### config.mk
export PLATFORM = sky130hd
export DESIGN_NAME = processor
export DESIGN_NICKNAME = d
export VERILOG_FILES = /design/src/rtl/processor_pkg.sv /design/src/rtl/processor_alu.sv /design/src/rtl/processor.sv
export SDC_FILE = /design/constraint.sdc
export NUM_CORES = 1
export LEC_CHECK = 0
export CORE_MARGIN = 2
export CORE_UTILIZATION = 42
export CTS_CLUSTER_DIAMETER = 150
export DETAILED_ROUTE_END_ITERATION = 7
export PLACE_DENSITY = 0.72
export SLEW_MARGIN = 20
export SYNTH_ARGS = -nofsm -noshare
export SYNTH_HDL_FRONTEND = slang
export SYNTH_SLANG_ARGS = --single-unit
### constraint.sdc
create_clock -name clk -period 1.6 [get_ports clk]
set_clock_uncertainty 0.05 [all_clocks]
set_input_delay 0.24 -clock clk [delete_from_list [all_inputs] [get_ports clk]]
set_output_delay 0.24 -clock clk [all_outputs]
set_load 0.05 [all_outputs]
### src/rtl/processor_pkg.sv
// Shared definitions for the 4-bit teaching core: data width, opcodes, ALU select.
// Optional status flags are enabled with the PROC_FLAGS_EN macro.
package processor_pkg;

  localparam int DATA_W = 4;

  typedef enum logic [3:0] {
    OP_NOP   = 4'b0000,
    OP_ADD   = 4'b0001,
    OP_SUB   = 4'b0010,
    OP_AND   = 4'b0011,
    OP_OR    = 4'b0100,
    OP_LOAD  = 4'b0101,
    OP_STORE = 4'b0110,
    OP_MOV   = 4'b0111
  } opcode_e;

  typedef enum logic [1:0] {
    ALU_ADD = 2'd0,
    ALU_SUB = 2'd1,
    ALU_AND = 2'd2,
    ALU_OR  = 2'd3
  } alu_op_e;

endpackage

### src/rtl/processor_alu.sv
// Combinational 4-bit ALU; carry_o is the ADD carry-out or the SUB borrow (a < b).
module processor_alu
  import processor_pkg::*;
(
  input  logic [DATA_W-1:0] a_i,
  input  logic [DATA_W-1:0] b_i,
  input  alu_op_e           op_i,
  output logic [DATA_W-1:0] result_o,
  output logic              carry_o
);

  logic [DATA_W:0] sum;

  always_comb begin
    sum      = '0;
    result_o = '0;
    carry_o  = 1'b0;
    case (op_i)
      ALU_ADD: begin
        sum      = {1'b0, a_i} + {1'b0, b_i};
        result_o = sum[DATA_W-1:0];
        carry_o  = sum[DATA_W];
      end
      ALU_SUB: begin
        result_o = a_i - b_i;
        carry_o  = (a_i < b_i);
      end
      ALU_AND: result_o = a_i & b_i;
      ALU_OR:  result_o = a_i | b_i;
      default: result_o = '0;
    endcase
  end

endmodule

### src/rtl/processor.sv
// Single-cycle 4-bit core: R0/R1, registered ALU result and a small data memory.
// Defining PROC_FLAGS_EN adds registered zero_flag and carry_flag outputs.
module processor
  import processor_pkg::*;
#(
  parameter logic [DATA_W-1:0] R0_INIT   = 4'd6,
  parameter logic [DATA_W-1:0] R1_INIT   = 4'd3,
  parameter int                MEM_DEPTH = 4
) (
  input  logic              clk,
  input  logic              rst_n,
  input  logic [3:0]        instruction,
  output logic [DATA_W-1:0] alu_result_debug,
  output logic [DATA_W-1:0] reg0_debug,
  output logic [DATA_W-1:0] reg1_debug
`ifdef PROC_FLAGS_EN
  ,
  output logic              zero_flag,
  output logic              carry_flag
`endif
);

  logic [DATA_W-1:0] r0_q, r0_d;
  logic [DATA_W-1:0] r1_q;
  logic [DATA_W-1:0] alu_q, alu_d;
  logic [DATA_W-1:0] mem_q [MEM_DEPTH];
  logic [DATA_W-1:0] mem0_d;

  alu_op_e           alu_op;
  logic              is_alu;
  logic [DATA_W-1:0] alu_res;
  logic              alu_carry;

  processor_alu u_alu (
    .a_i      (r0_q),
    .b_i      (r1_q),
    .op_i     (alu_op),
    .result_o (alu_res),
    .carry_o  (alu_carry)
  );

  // Decode; reserved opcodes fall into the default arm and change nothing.
  always_comb begin
    r0_d   = r0_q;
    alu_d  = alu_q;
    mem0_d = mem_q[0];
    alu_op = ALU_ADD;
    is_alu = 1'b0;
    case (instruction)
      OP_ADD:   begin alu_op = ALU_ADD; is_alu = 1'b1; end
      OP_SUB:   begin alu_op = ALU_SUB; is_alu = 1'b1; end
      OP_AND:   begin alu_op = ALU_AND; is_alu = 1'b1; end
      OP_OR:    begin alu_op = ALU_OR;  is_alu = 1'b1; end
      OP_LOAD:  r0_d   = mem_q[0];
      OP_STORE: mem0_d = r0_q;
      OP_MOV:   r0_d   = r1_q;
      default:  ;
    endcase
    if (is_alu) alu_d = alu_res;
  end

`ifdef PROC_FLAGS_EN
  logic zero_q, zero_d;
  logic carry_q, carry_d;

  always_comb begin
    zero_d  = zero_q;
    carry_d = carry_q;
    if (is_alu) begin
      zero_d  = (alu_res == '0);
      carry_d = (alu_op == ALU_ADD || alu_op == ALU_SUB) ? alu_carry : 1'b0;
    end
  end

  always_ff @(posedge clk) begin
    if (!rst_n) begin
      zero_q  <= 1'b0;
      carry_q <= 1'b0;
    end else begin
      zero_q  <= zero_d;
      carry_q <= carry_d;
    end
  end

  assign zero_flag  = zero_q;
  assign carry_flag = carry_q;
`else
  logic unused_carry;
  assign unused_carry = alu_carry;
`endif

  always_ff @(posedge clk) begin
    if (!rst_n) begin
      r0_q  <= R0_INIT;
      r1_q  <= R1_INIT;
      alu_q <= '0;
      for (int i = 0; i < MEM_DEPTH; i++) mem_q[i] <= '0;
    end else begin
      r0_q     <= r0_d;
      alu_q    <= alu_d;
      mem_q[0] <= mem0_d;
    end
  end

  assign alu_result_debug = alu_q;
  assign reg0_debug       = r0_q;
  assign reg1_debug       = r1_q;

endmodule

==> results of run 1 <==
==> routing by layer <==
layer  share of wire, %  global-route usage [%]  up-vias
met4                1.6                   6.857        0
met1                 50                   27.36      289
met2                 45                   25.35       11
li1                   -                       -      322
met3                3.5                   6.349        2
met5                  0                       0        -
==> power by group <==
part           switching (mW)  internal (mW)  total, mW  leakage [nW]
sequential            0.00937          0.333      0.342         0.106
combinational           0.129         0.0816      0.211         0.283
clock                  0.0929         0.0870      0.180        0.0138
==> worst max-delay path, delay by kind of cell <==
| family | cells | cell delay (ns) |
|---|---|---|
| buffers and inverters | 2 | 0.26 |
| and+or+nand+nor | 1 | 0.29 |
| adders and majority gates | 1 | 0.26 |
| AOI/OAI and AO/OA | 3 | 0.63 |
==> area by class of cell <==
cell class	count	area [um2]	share of cell area [%]
Sequential cell	12	284.0	28.84
Multi-Input combinational cell	59	419.2	42.57
Timing Repair Buffer	25	230.2	23.38
Inverter	2	7.507	0.7624
Clock buffer	3	22.52	2.287
Tap cell	17	21.27	2.160
==> cells in the mapped netlist, types with 2 or more instances <==
cell	instances
a21boi_1	2
a21oi_1	5
and2_1	4
buf_4	4
conb_1	2
dfxtp_1	8
edfxtp_1	4
ha_1	2
inv_1	2
mux2i_1	2
nand2_1	7
nand2b_1	2
nor2_1	4
nor3_1	3
o21ai_0	2
o31ai_1	2
xnor2_1	3
==> sequential cells by signal, summed over array words and instances, names as in the netlist <==
| signal | count |
|---|---|
| alu_result_debug | 4 |
| reg0_debug | 4 |
| mem_q | 4 |
==> cells by family (layout without fill, tap and decap cells) <==
kind of cell	after synthesis	in the layout	synth area share, %
AND/OR/NAND/NOR	29	29	24.70
AO/OA/AOI/OAI	18	18	16.35
flip-flops	12	12	38.16
buffers and inverters	9	30	7.325
adder cells (fa/ha/maj)	3	3	6.132
XOR/XNOR	3	3	3.578
other	2	4	1.023
multiplexers	2	2	2.726
==> worst max path at each step <==
stage / to / slack [ns]
2_1_floorplan: alu_result_debug[1] / -0.1
3_3_place_gp: alu_result_debug[1] / -0.64
3_5_place_dp: alu_result_debug[1] / -0.67
4_1_cts: alu_result_debug[1] / -0.01
5_1_grt: alu_result_debug[3] / 0.004
6_report: alu_result_debug[3] / 0.03
==> repair_timing <==
item                                    CTS  global route
pin swaps                                 5             4
resized for setup                        21             1
endpoints found under the setup margin    3             3
setup buffers                             1             0
==> through the flow <==
stage	TNS [ns]	total power, mW
3_3_place_gp	-3.403	0.5536
3_5_place_dp	-3.698	0.5572
6_report	0	0.7331
4_1_cts	-0.01373	0.7411
5_1_grt	0	0.7731
2_1_floorplan	-0.1618	0.4861
==> out/qor.yml, run 1 <==
status:
  status: "finished, final reports clean"
sta:
  finalCriticalPeriod_ns: 1.572
  fin_ws_ns: 0.02805
  fin_crit_sh_pct: 98.25
  fmax_mhz: 636.2
  hold_violations: 0
  maxSlewViolCount: 0
  setup-violations-final: 0
  rsz0062_at_grt: "no"
  hold_slack_ns: 0.3270
synthesis:
  synth_edf_count: 4
  ys_types: 37
  yosysSeqAreaShare_pct: 38.16
  synth-seq-cells: 12
  synthTopCellsByArea: "dfxtp_1, edfxtp_1, buf_4"
  netlist_area_um2: 734.5
  yosys.area.top_type: "dfxtp_1"
  async_flop_share_pct: 0
  synth_top_area_share_pct: 21.81
  synthFlopType: "dfxtp_1"
  synth.avg_cell_area_um2: 9.416
  syn_inst: 78
  yosysWarnings: 0
cells_and_area:
  instances_no_fill: 118
  final_core_util_pct: 58.30
  finish.instance_area_um2: 984.7
  drive_gt1_share_pct: 36.63
  final_common_cell: "buf_4"
  fin_nets: 112
  diodes: 0
  area_growth_pct: 34.07
  nFillCells: 159
  final_cell_mix: "buf_4, nand2_1, dfxtp_1"
critical_path:
  startpoint: "instruction[3]"
  slowest_stage: "a221o_1"
  crit_chain: "buf_6, nor4b_4, buf_4, ha_1, a21oi_2, a211oi_1, a221o_1"
  slowest_delay_ns: 0.34
  rrSetupSlack_ns: 0.14
  startpoint_type: "input port"
  worstSetupPathType: "input port to flip-flop"
  crit_required_ns: 1.70
  endpoint_kind: "flip-flop"
  arrival_ns: 1.67
  crit_path_max_fanout: 3
  r2r-end: "alu_result_debug[1]"
  rr_startpoint: "reg0_debug[0]"
  r2r_cells: 5
detailed_routing:
  final_antenna_net_count: 0
  drt-initial-drc-count: 14
  num_vias: 624
  drc: 0
  finalWirelength_um: 1663
  wl_per_cell_um: 14.09
  vias_per_cell: 5.288
  firstDrtPassIters: 4
die:
  die_area_um2: 2099
  die_y_um: 45.82
  chipWidth_um: 45.82
  ios: 18
  start_util_pct: 43.48
  rows: 15
  core-area_um2: 1689
job:
  drv_cap: 0
global_routing:
  grt_pass1_wl_um: 2670
  grt_start_max_net_pins: 14
  track_usage_pct: 18.78
  overflow: 0
  grt_antenna_before_repair: 0
  grt_pass1_vias: 569
worst_hold_path:
  min_to: "alu_result_debug[1]"
  hold_path.class: "input port to flip-flop"
  min_from: "instruction[3]"
  whs_path_depth: 4
place:
  dpl.cell_count: 114
  place_ws_ns: -0.6682
  dpl-instance-area_um2: 953.4
  globalplace.congestion: 0.8485
  dp_hpwl_um: 1248
  numPortBuffers: 13
clocking:
  path_clk_slew_ns: 0.07
  clk_latency_ns: 0.27
  cts.path.max_buffers: 2
  cts_buffers: 3
  cts_hold_buf: 0
  tritoncts: "yes"
  clock-sinks: 12
  htreeDepth: 1
  clockRootBuffer: "clkbuf_4"
power_and_ir_drop:
  powerDensity_nw_per_um2: 744.5
  max-vdd-ir-drop_uv: 526.8
  p_leak_nw: 0.4025
No activity file was read; power rests on OpenSTA's default activity.
==> run 2, diff against run 1 <==
--- a/config.mk
+++ b/config.mk
@@ -6,10 +6,10 @@
 export NUM_CORES = 1
 export LEC_CHECK = 0
 export CORE_MARGIN = 2
-export CORE_UTILIZATION = 42
+export CORE_UTILIZATION = 47
 export CTS_CLUSTER_DIAMETER = 150
 export DETAILED_ROUTE_END_ITERATION = 7
-export PLACE_DENSITY = 0.72
+export PLACE_DENSITY = 0.77
 export SLEW_MARGIN = 20
 export SYNTH_ARGS = -nofsm -noshare
 export SYNTH_HDL_FRONTEND = slang
==> constraint.sdc (replaced) <==
create_clock -name clk -period 1.8 [get_ports clk]
set_clock_uncertainty 0.05 [all_clocks]
set_input_delay 0.27 -clock clk [delete_from_list [all_inputs] [get_ports clk]]
set_output_delay 0.27 -clock clk [all_outputs]
set_load 0.05 [all_outputs]
==> out/qor.yml, run 2 (same netlist as run 1, synthesis figures left out) <==
status:
  status: "finished, final reports clean"
die:
  core-area_um2: 1489  # -12%
  rows: 14  # -1
  die_area_um2: 1895  # -9.7%
  chipWidth_um: 43.53  # -5.0%
  ios: 18  # unchanged
  start_util_pct: 49.33  # +5.8 points
  die_y_um: 43.53  # -5.0%
cells_and_area:
  final_cell_mix: "buf_4, nand2_1, dfxtp_1, a21oi_1"
  nFillCells: 125  # -21%
  drive_gt1_share_pct: 31.37  # -5.3 points
  register_area_um2: 282.8  # -0.44%
  area_growth_pct: 27.60
  multi_input_area_um2: 412.9  # -1.5%
  fin_nets: 112  # unchanged
  final_common_cell: "buf_4"
  diodes: 0  # unchanged
  final_core_util_pct: 62.94  # +4.6 points
critical_path:
  startpoint_type: "input port"
  rrSetupSlack_ns: 0.22  # +0.08 ns
  rr_startpoint: "reg0_debug[0]"
  worstSetupPathType: "input port to flip-flop"
  arrival_ns: 1.84  # +0.17 ns
  r2r_cells: 5  # unchanged
  r2r-end: "alu_result_debug[1]"
  crit_required_ns: 1.91  # +0.21 ns
  endpoint_kind: "flip-flop"
  crit_path_max_fanout: 3  # unchanged
clocking:
  cts_buffers: 3  # unchanged
  tritoncts: "yes"
  path_clk_slew_ns: 0.08  # about the same
  cts_hold_buf: 0  # unchanged
  clockRootBuffer: "clkbuf_4"
  clk_latency_ns: 0.27  # about the same
  cts.path.max_buffers: 2  # unchanged
  htreeDepth: 1  # unchanged
  clock-sinks: 12  # unchanged
detailed_routing:
  vias_per_cell: 5.644  # +6.7%
  wl_per_cell_um: 13.95  # -1.0%
  finalWirelength_um: 1646  # -1.0%
  final_antenna_net_count: 0  # unchanged
  drt-initial-drc-count: 22  # +8
  firstDrtPassIters: 4  # unchanged
  drc: 0  # unchanged
  num_vias: 666  # +6.7%
global_routing:
  grt_start_max_net_pins: 14  # unchanged
  track_usage_pct: 19.46  # +0.68 points
  grt_antenna_before_repair: 0  # unchanged
  grt_pass1_wl_um: 2787  # +4.4%
  overflow: 0  # unchanged
  grt_pass1_vias: 596  # +4.7%
sta:
  setup-violations-final: 0  # unchanged
  fin_crit_sh_pct: 95.97
  fmax_mhz: 578.9
  hold_violations: 0  # unchanged
  maxSlewViolCount: 0  # unchanged
  finalCriticalPeriod_ns: 1.727
  rsz0062_at_grt: "no"
  finalSetupTns_ns: 0  # unchanged
worst_hold_path:
  min_to: "alu_result_debug[1]"
  min_from: "instruction[3]"
  hold_path.class: "input port to flip-flop"
  whs_path_depth: 4  # unchanged
job:
  drv_cap: 0  # unchanged
power_and_ir_drop:
  p_leak_nw: 0.3875  # -3.7%
  max-vdd-ir-drop_uv: 435.7  # -17%
  powerDensity_nw_per_um2: 699.9  # -6.0%
place:
  numPortBuffers: 13  # unchanged
  dp_hpwl_um: 1205  # -3.5%
  globalplace.congestion: 0.8069  # -4.9%
==> run 2: cell type report <==
class                      instances  share of cell area [%]
clock inverter                     1                  0.4005
clock buffer                       3                   2.403
tap                               16                   2.136
inverter                           2                  0.8011
multi-input combinational         59                   44.06
sequential                        12                   30.17
timing repair buffer              25                   20.03
==> run 2: worst max-delay path by stage <==
stage,cells after the start,slack [ns],end,from
final,8,0.07,alu_result_debug[3],instruction[0]
after CTS,8,0.02,alu_result_debug[1],instruction[0]
after global routing,8,0.007,alu_result_debug[1],instruction[1]
after floorplan,4,0.04,alu_result_debug[3],reg0_debug[2]
after detailed placement,8,-0.51,alu_result_debug[1],instruction[0]
after global placement,8,-0.48,alu_result_debug[2],instruction[0]
==> run 2: repair_timing <==
action | 4_1_cts | 5_1_grt
resized for setup | 13 | 2
pin swaps | 5 | 5
setup buffers | 1 | 1
setup endpoints to repair | 3 | 3
==> run 2: where the power goes <==
part | switching, mW | leakage, nW | total [mW] | internal, mW
Combinational | 0.111 | 0.266 | 0.176 | 0.0650
Clock | 0.0939 | 0.0154 | 0.174 | 0.0801
Sequential | 0.0100 | 0.106 | 0.306 | 0.296
Total | 0.215 | 0.388 | 0.656 | 0.441
==> run 2: metrics by stage <==
step | hold WS, ns | setup slack [ns] | total power [mW] | instances | instance area [um2]
5_1_grt | 0.4258 | 0.007368 | 0.6846 | 118 | 937.1
4_1_cts | 0.3983 | 0.02034 | 0.6526 | 117 | 933.4
2_1_floorplan | 0.3595 | 0.04347 | 0.4313 | 80 | 744.5
6_report | 0.3936 | 0.07255 | 0.6559 | 118 | 937.1
3_3_place_gp | 0.4230 | -0.4788 | 0.4832 | 112 | 905.9
3_5_place_dp | 0.4247 | -0.5088 | 0.4871 | 112 | 905.9
==> run 2: worst max-delay path, stage by stage <==
cell	delay, ns
clkbuf_2	0.11
nor4b_4	0.31
buf_4	0.16
buf_4	0.11
ha_1	0.26
a21oi_1	0.21
a211oi_1	0.10
a221o_1	0.33
==> run 2: metal layers <==
| metal | global-route usage [%] | routed length (um) |
|---|---|---|
| met5 | 0 | 0 |
| met3 | 2.500 | 98 |
| met1 | 28.61 | 744 |
| met2 | 30.15 | 788 |
| met4 | 5.455 | 15 |
==> run 3, diff against run 2 <==
--- a/config.mk
+++ b/config.mk
@@ -5,11 +5,12 @@
 export SDC_FILE = /design/constraint.sdc
 export NUM_CORES = 1
 export LEC_CHECK = 0
+export ABC_AREA = 1
 export CORE_MARGIN = 2
 export CORE_UTILIZATION = 47
 export CTS_CLUSTER_DIAMETER = 150
 export DETAILED_ROUTE_END_ITERATION = 7
-export PLACE_DENSITY = 0.77
+export PLACE_DENSITY = 0.76
 export SLEW_MARGIN = 20
 export SYNTH_ARGS = -nofsm -noshare
 export SYNTH_HDL_FRONTEND = slang
==> out/qor.yml, run 3 <==
clocking:
  cts_buffers: 3  # unchanged
  tritoncts: "yes"
  cts_hold_buf: 0  # unchanged
  postCtsSetupBuffers: 0  # -1
  clock-sinks: 12  # unchanged
  clk_latency_ns: 0.27  # about the same
  clockRootBuffer: "clkbuf_4"
  cts_resized: 0  # -13
  path_clk_slew_ns: 0.07  # about the same
  htreeDepth: 1  # unchanged
  cts.path.max_buffers: 2  # unchanged
place:
  dpl-instance-area_um2: 929.6  # +2.6%
  globalplace.congestion: 0.7806  # -3.3%
  dp_hpwl_um: 1160  # -3.7%
  dpl.cell_count: 135  # +21%
  numPortBuffers: 13  # unchanged
critical_path:
  startpoint_type: "flip-flop"
  crit_path_max_fanout: 2  # -1
  arrival_ns: 1.40  # -0.44 ns
  crit_required_ns: 1.48  # -0.43 ns
  crit_family: "buffers and inverters"
  worstSetupPathType: "flip-flop to output pin"
  crit_chain: "clkdlybuf4s50_1"
  critPathBufInv: 1  # -2
  slowest_delay_ns: 0.80  # +0.47 ns
  slowest_stage: "clkdlybuf4s50_1"
  endpoint_kind: "output pin"
synthesis:
  synth.avg_cell_area_um2: 7.482  # -21%
  yosys.area.top_type: "dfxtp_1"
  ys_types: 24  # -35%
  synth_compound_area_share_pct: 9.603  # -6.8 points
  async_flop_share_pct: 0  # unchanged
  synth-seq-cells: 12  # unchanged
  synthTopCellsByCount: "nand2_1, inv_1, nand3_1, dfxtp_1, nor2_1"
  synthSimpleGateAreaFrac_pct: 30.79  # +6.1 points
  yosys.area_share.xor_xnor_pct: 1.159  # -2.4 points
  synth_edf_count: 4  # unchanged
  syn_inst: 101  # +29%
  yosysSeqAreaShare_pct: 37.09  # -1.1 points
  synthAdderAreaFrac_pct: 5.960  # -0.17 points
  synthTopCellsByArea: "dfxtp_1, edfxtp_1, nand2_1"
  yosysWarnings: 0  # unchanged
  netlist_area_um2: 755.7  # +2.9%
  synth_top_family_by_area: "simple AND/OR/NAND/NOR gates"
  synthFlopType: "dfxtp_1"
  synth_top_area_share_pct: 21.19  # -0.61 points
  yosysMostFrequentCell: "nand2_1"
  synthMuxAreaShare_pct: 0  # -2.7 points
detailed_routing:
  wl_per_cell_um: 10.10  # -28%
  final_antenna_net_count: 0  # unchanged
  num_vias: 652  # -2.1%
  firstDrtPassIters: 4  # unchanged
  drt-initial-drc-count: 4  # -82%
  vias_per_cell: 4.691  # -17%
  drc: 0  # unchanged
  finalWirelength_um: 1404  # -15%
cells_and_area:
  final_cell_mix: "nand2_1, inv_1, buf_4, nand3_1, clkdlybuf4s50_1"
  instances_no_fill: 139  # +18%
  final_common_cell: "nand2_1"
  finish.instance_area_um2: 955.9  # +2.0%
  fin_nets: 133  # +19%
  area_growth_pct: 26.49
  drive_gt1_share_pct: 24.39  # -7.0 points
  nFillCells: 145  # +16%
  diodes: 0  # unchanged
global_routing:
  grt_start_max_net_pins: 11  # -3
  grt_antenna_before_repair: 0  # unchanged
  grt_pass1_vias: 601  # +0.84%
  overflow: 0  # unchanged
  grt_pass1_wl_um: 2525  # -9.4%
  track_usage_pct: 17.71  # -1.8 points
sta:
  fin_crit_sh_pct: 95.65  # -0.32 points
  setup-violations-final: 0  # unchanged
  maxSlewViolCount: 0  # unchanged
  rsz0062_at_grt: "no"
  finalCriticalPeriod_ns: 1.722  # -0.005831 ns
  hold_violations: 0  # unchanged
  finalSetupTns_ns: 0  # unchanged
  fmax_mhz: 580.8  # +0.34%
die:
  ios: 18  # unchanged
  chipWidth_um: 44.10  # +1.3%
  core-area_um2: 1506  # +1.2%
  rows: 14  # unchanged
  die_y_um: 44.10  # +1.3%
  start_util_pct: 50.17  # +0.84 points
  die_area_um2: 1945  # +2.6%
worst_hold_path:
  hold_path.class: "flip-flop to flip-flop"
power_and_ir_drop:
  max-vdd-ir-drop_uv: 498.7  # +14%
  powerDensity_nw_per_um2: 665.8  # -4.9%
  total_power_mw: 0.6365  # -3.0%
  p_leak_nw: 0.4746  # +22%
status:
  status: "finished, final reports clean"
job:
  drv_cap: 0  # unchanged
run 3: changes by cell type after synthesis, moves of 4 or more:
cell	delta
inv_1	+13
nand2_1	+12
nand3_1	+10
and2_1	-4
nand2_2	+4
run 3: kinds of logic (layout without fill, tap and decap cells):
group,Yosys count,in the layout
xor gates and xnor gates,1,1
other,2,4
DFF,12,12
and+or+nand+nor,46,46
AOI/OAI and AO/OA,12,12
adders and majority gates,3,3
buffers and inverters,25,45
run 3: final timing paths:
kind | startpoint | endpoint | slack [ns] | cells after the start
setup / recovery | alu_result_debug[3] | alu_result_debug[3] | 0.08 | 1
hold / removal | mem_q[0][2] | reg0_debug[2] | 0.40 | 2
setup reg to reg | reg0_debug[0] | alu_result_debug[2] | 0.42 | 6
hold reg to reg | mem_q[0][2] | reg0_debug[2] | 0.40 | 2
run 3: area by class of cell:
class / count / area [um2] / area share (%)
multi-input cells: 66 / 374.1 / 39.14
well taps: 16 / 20.02 / 2.094
clock inverters: 1 / 3.754 / 0.3927
clock buffers: 3 / 22.52 / 2.356
flip-flops and latches: 12 / 280.3 / 29.32
inverters: 20 / 75.07 / 7.853
repair buffers: 21 / 180.2 / 18.85
run 3: power breakdown:
group	leakage, nW	internal (mW)	switching, mW	total (mW)
sequential	0.106	0.295	0.00995	0.305
clock	0.0154	0.0802	0.0864	0.167
combinational	0.353	0.0583	0.106	0.165
run 3: layer usage:
| layer | GRT usage (%) | wire length [um] | vias to the layer above |
|---|---|---|---|
| li1 | - | - | 352 |
| met1 | 22.78 | 682 | 289 |
| met2 | 28.82 | 658 | 11 |
| met3 | 6.122 | 64 | 0 |
| met4 | 3.636 | 0 | 0 |
| met5 | 0 | 0 | - |
run 3: per-stage QoR:
step	util (%)	worst slack, ns	hold slack [ns]
final	63.46	0.07838	0.4021
after global routing	63.46	0.005367	0.4125
after CTS	63.46	0.06511	0.4048
after detailed placement	61.71	-0.1420	0.3907
after global placement	61.71	-0.1375	0.3825
after floorplan	-	0.2030	0.3523
==> edit, RTL diff (flow settings as in run 3) <==
Add an input register stage for `instruction`, cleared by the reset; this delays it by one clock.
--- a/src/rtl/processor.sv
+++ b/src/rtl/processor.sv
@@ -19,6 +19,16 @@
   output logic              carry_flag
 `endif
 );
+
+  logic [3:0] instruction_q;
+
+  always_ff @(posedge clk) begin
+    if (!rst_n) begin
+      instruction_q <= '0;
+    end else begin
+      instruction_q <= instruction;
+    end
+  end
 
   logic [DATA_W-1:0] r0_q, r0_d;
   logic [DATA_W-1:0] r1_q;
@@ -46,7 +56,7 @@
     mem0_d = mem_q[0];
     alu_op = ALU_ADD;
     is_alu = 1'b0;
-    case (instruction)
+    case (instruction_q)
       OP_ADD:   begin alu_op = ALU_ADD; is_alu = 1'b1; end
       OP_SUB:   begin alu_op = ALU_SUB; is_alu = 1'b1; end
       OP_AND:   begin alu_op = ALU_AND; is_alu = 1'b1; end
Check against the original RTL: not equivalent (Yosys sat finds a counterexample within 4 cycles, from zero or initial values and one cycle with rst_n low).
==> edit against run 3 <==
Sequential cell count up 4. Via count is 9.5% higher. Worst setup slack gained 0.20 ns. Highest routed layer is now met4. Maximum frequency up 13%. Wire length is 11% higher. Final area rose by 3.4%. Area after synthesis rose by 10%. Largest cell class is now sequential cells. Die area is 9.5% higher. Total power up 19%.
==> edit: results (changes against run 3) <==
| Metric | Value |
|---|---|
| DR iter-0 viols | 24 (+20) |
| Fillers | 150 (+3.4%) |
| CP Max Fanout | 5 (+3) |
| Status | completed |
| Vias/cell | 4.958 (+5.7%) |
| Clock network area share | 0.02658 (-0.0009046) |
| Netlist cell types | 23 (-4.2%) |
| Final non-clock buffer share | 0.1342 (-0.05430) |
| First-pass GRT wire length | 2594 um (+2.7%) |
| R2R setup slack | 0.28 ns (-0.14 ns) |
| Max rail drop VDD | 0.4283 mV (-14%) |
| Area of the multi-input gates | 357.8 um^2 (-4.3%) |
| Largest net degree at the start of global routing | 10 (-1) |
| Clk slew on worst S/H paths | 0.10 ns (+0.03 ns) |
| Top post-synthesis cells by count | nand2_1 (27), inv_1 (22), dfxtp_1 (12) |
| Layout Nets | 135 (+1.5%) |
| Inverters excl. clock | 24 (+20%) |
| Cells after Synth | 112 (+11%) |
| LEAKAGE | 0.5672 nW (+20%) |
| Min Hold Slack | 0.4290 ns (+0.02693 ns) |
| Sequential cell count | 16 (+4) |
| Avg WL per Cell | 10.83 um (+7.3%) |
| Reg area | 360.3 um^2 (+29%) |
| Sequential fraction of the synthesis area | 0.4318 (+0.06092) |
| FMAX | 656.2 MHz (+13%) |
| Main area contributors after synthesis | dfxtp_1 (29%), edfxtp_1 (14%), nand2_1 (12%) |
| Gpl congestion | 0.7979 (+2.2%) |
| CP arrival | 1.70 ns (+0.30 ns) |
| Final core utilization | 0.5852 (-0.04937) |
| Tot GR Track Use | 0.1760 (-0.001074) |
| Die ar. | 2129 um^2 (+9.5%) |
| Worst-Skew Late Latency | 0.29 ns (+0.02 ns) |
| Dpl hpwl | 1189 um (+2.5%) |
| Placement Cell Area | 954.7 um^2 (+2.7%) |
## edit: path summary, 6_finish.rpt
check | start | endpoint | depth (start not counted)
worst min-delay path | mem_q[0][1] | reg0_debug[1] | 2
worst min register to register | mem_q[0][1] | reg0_debug[1] | 2
worst max-delay path | instruction_q[1] | alu_result_debug[2] | 10
worst max register to register | instruction_q[1] | alu_result_debug[2] | 10
## edit: per-layer routing
metal,global-route usage,wire length [um],part of all wire
met5,0,0,0
met4,0.1143,44,0.028
met3,0.03922,108,0.069
met2,0.2833,737,0.47
met1,0.2076,670,0.43
## edit: what timing repair did
action,4_1_cts,5_1_grt
resized for setup,0,3
setup endpoints to repair,0,3
endpoints found under the hold margin,0,0
## edit: cell families (layout without fill, tap and decap cells)
family	count (synthesis)	count (layout)	share of synthesized area
other	2	4	0.008999
xor gates and xnor gates	1	1	0.01050
buffers and inverters	29	42	0.1484
AOI/OAI and AO/OA	16	16	0.1065
DFF	16	16	0.4318
and+or+nand+nor	47	47	0.2789
adders and majority gates	1	1	0.01499
## edit: stage by stage
step                total power [mW]  worst slack (ns)
floorplan                     0.5297            0.1647
global placement              0.5656            0.3610
detailed placement            0.5684            0.3091
CTS                           0.7636           0.03845
global route                  0.8030            0.1193
finish                        0.7580            0.2760
## edit: power breakdown
group / internal [mW] / switching [mW]
logic: 0.0497 / 0.108
registers: 0.389 / 0.0137
clock network: 0.0807 / 0.118
total: 0.519 / 0.239
## edit: critical path, stage by stage (launching register included)
cell	delay (ns)
dfxtp_1	0.41
inv_2	0.07
nor2_4	0.13
nand3_1	0.08
nand2_1	0.09
inv_2	0.04
ha_1	0.17
inv_1	0.07
a21oi_1	0.05
nand3b_1	0.15
a21oi_1	0.14
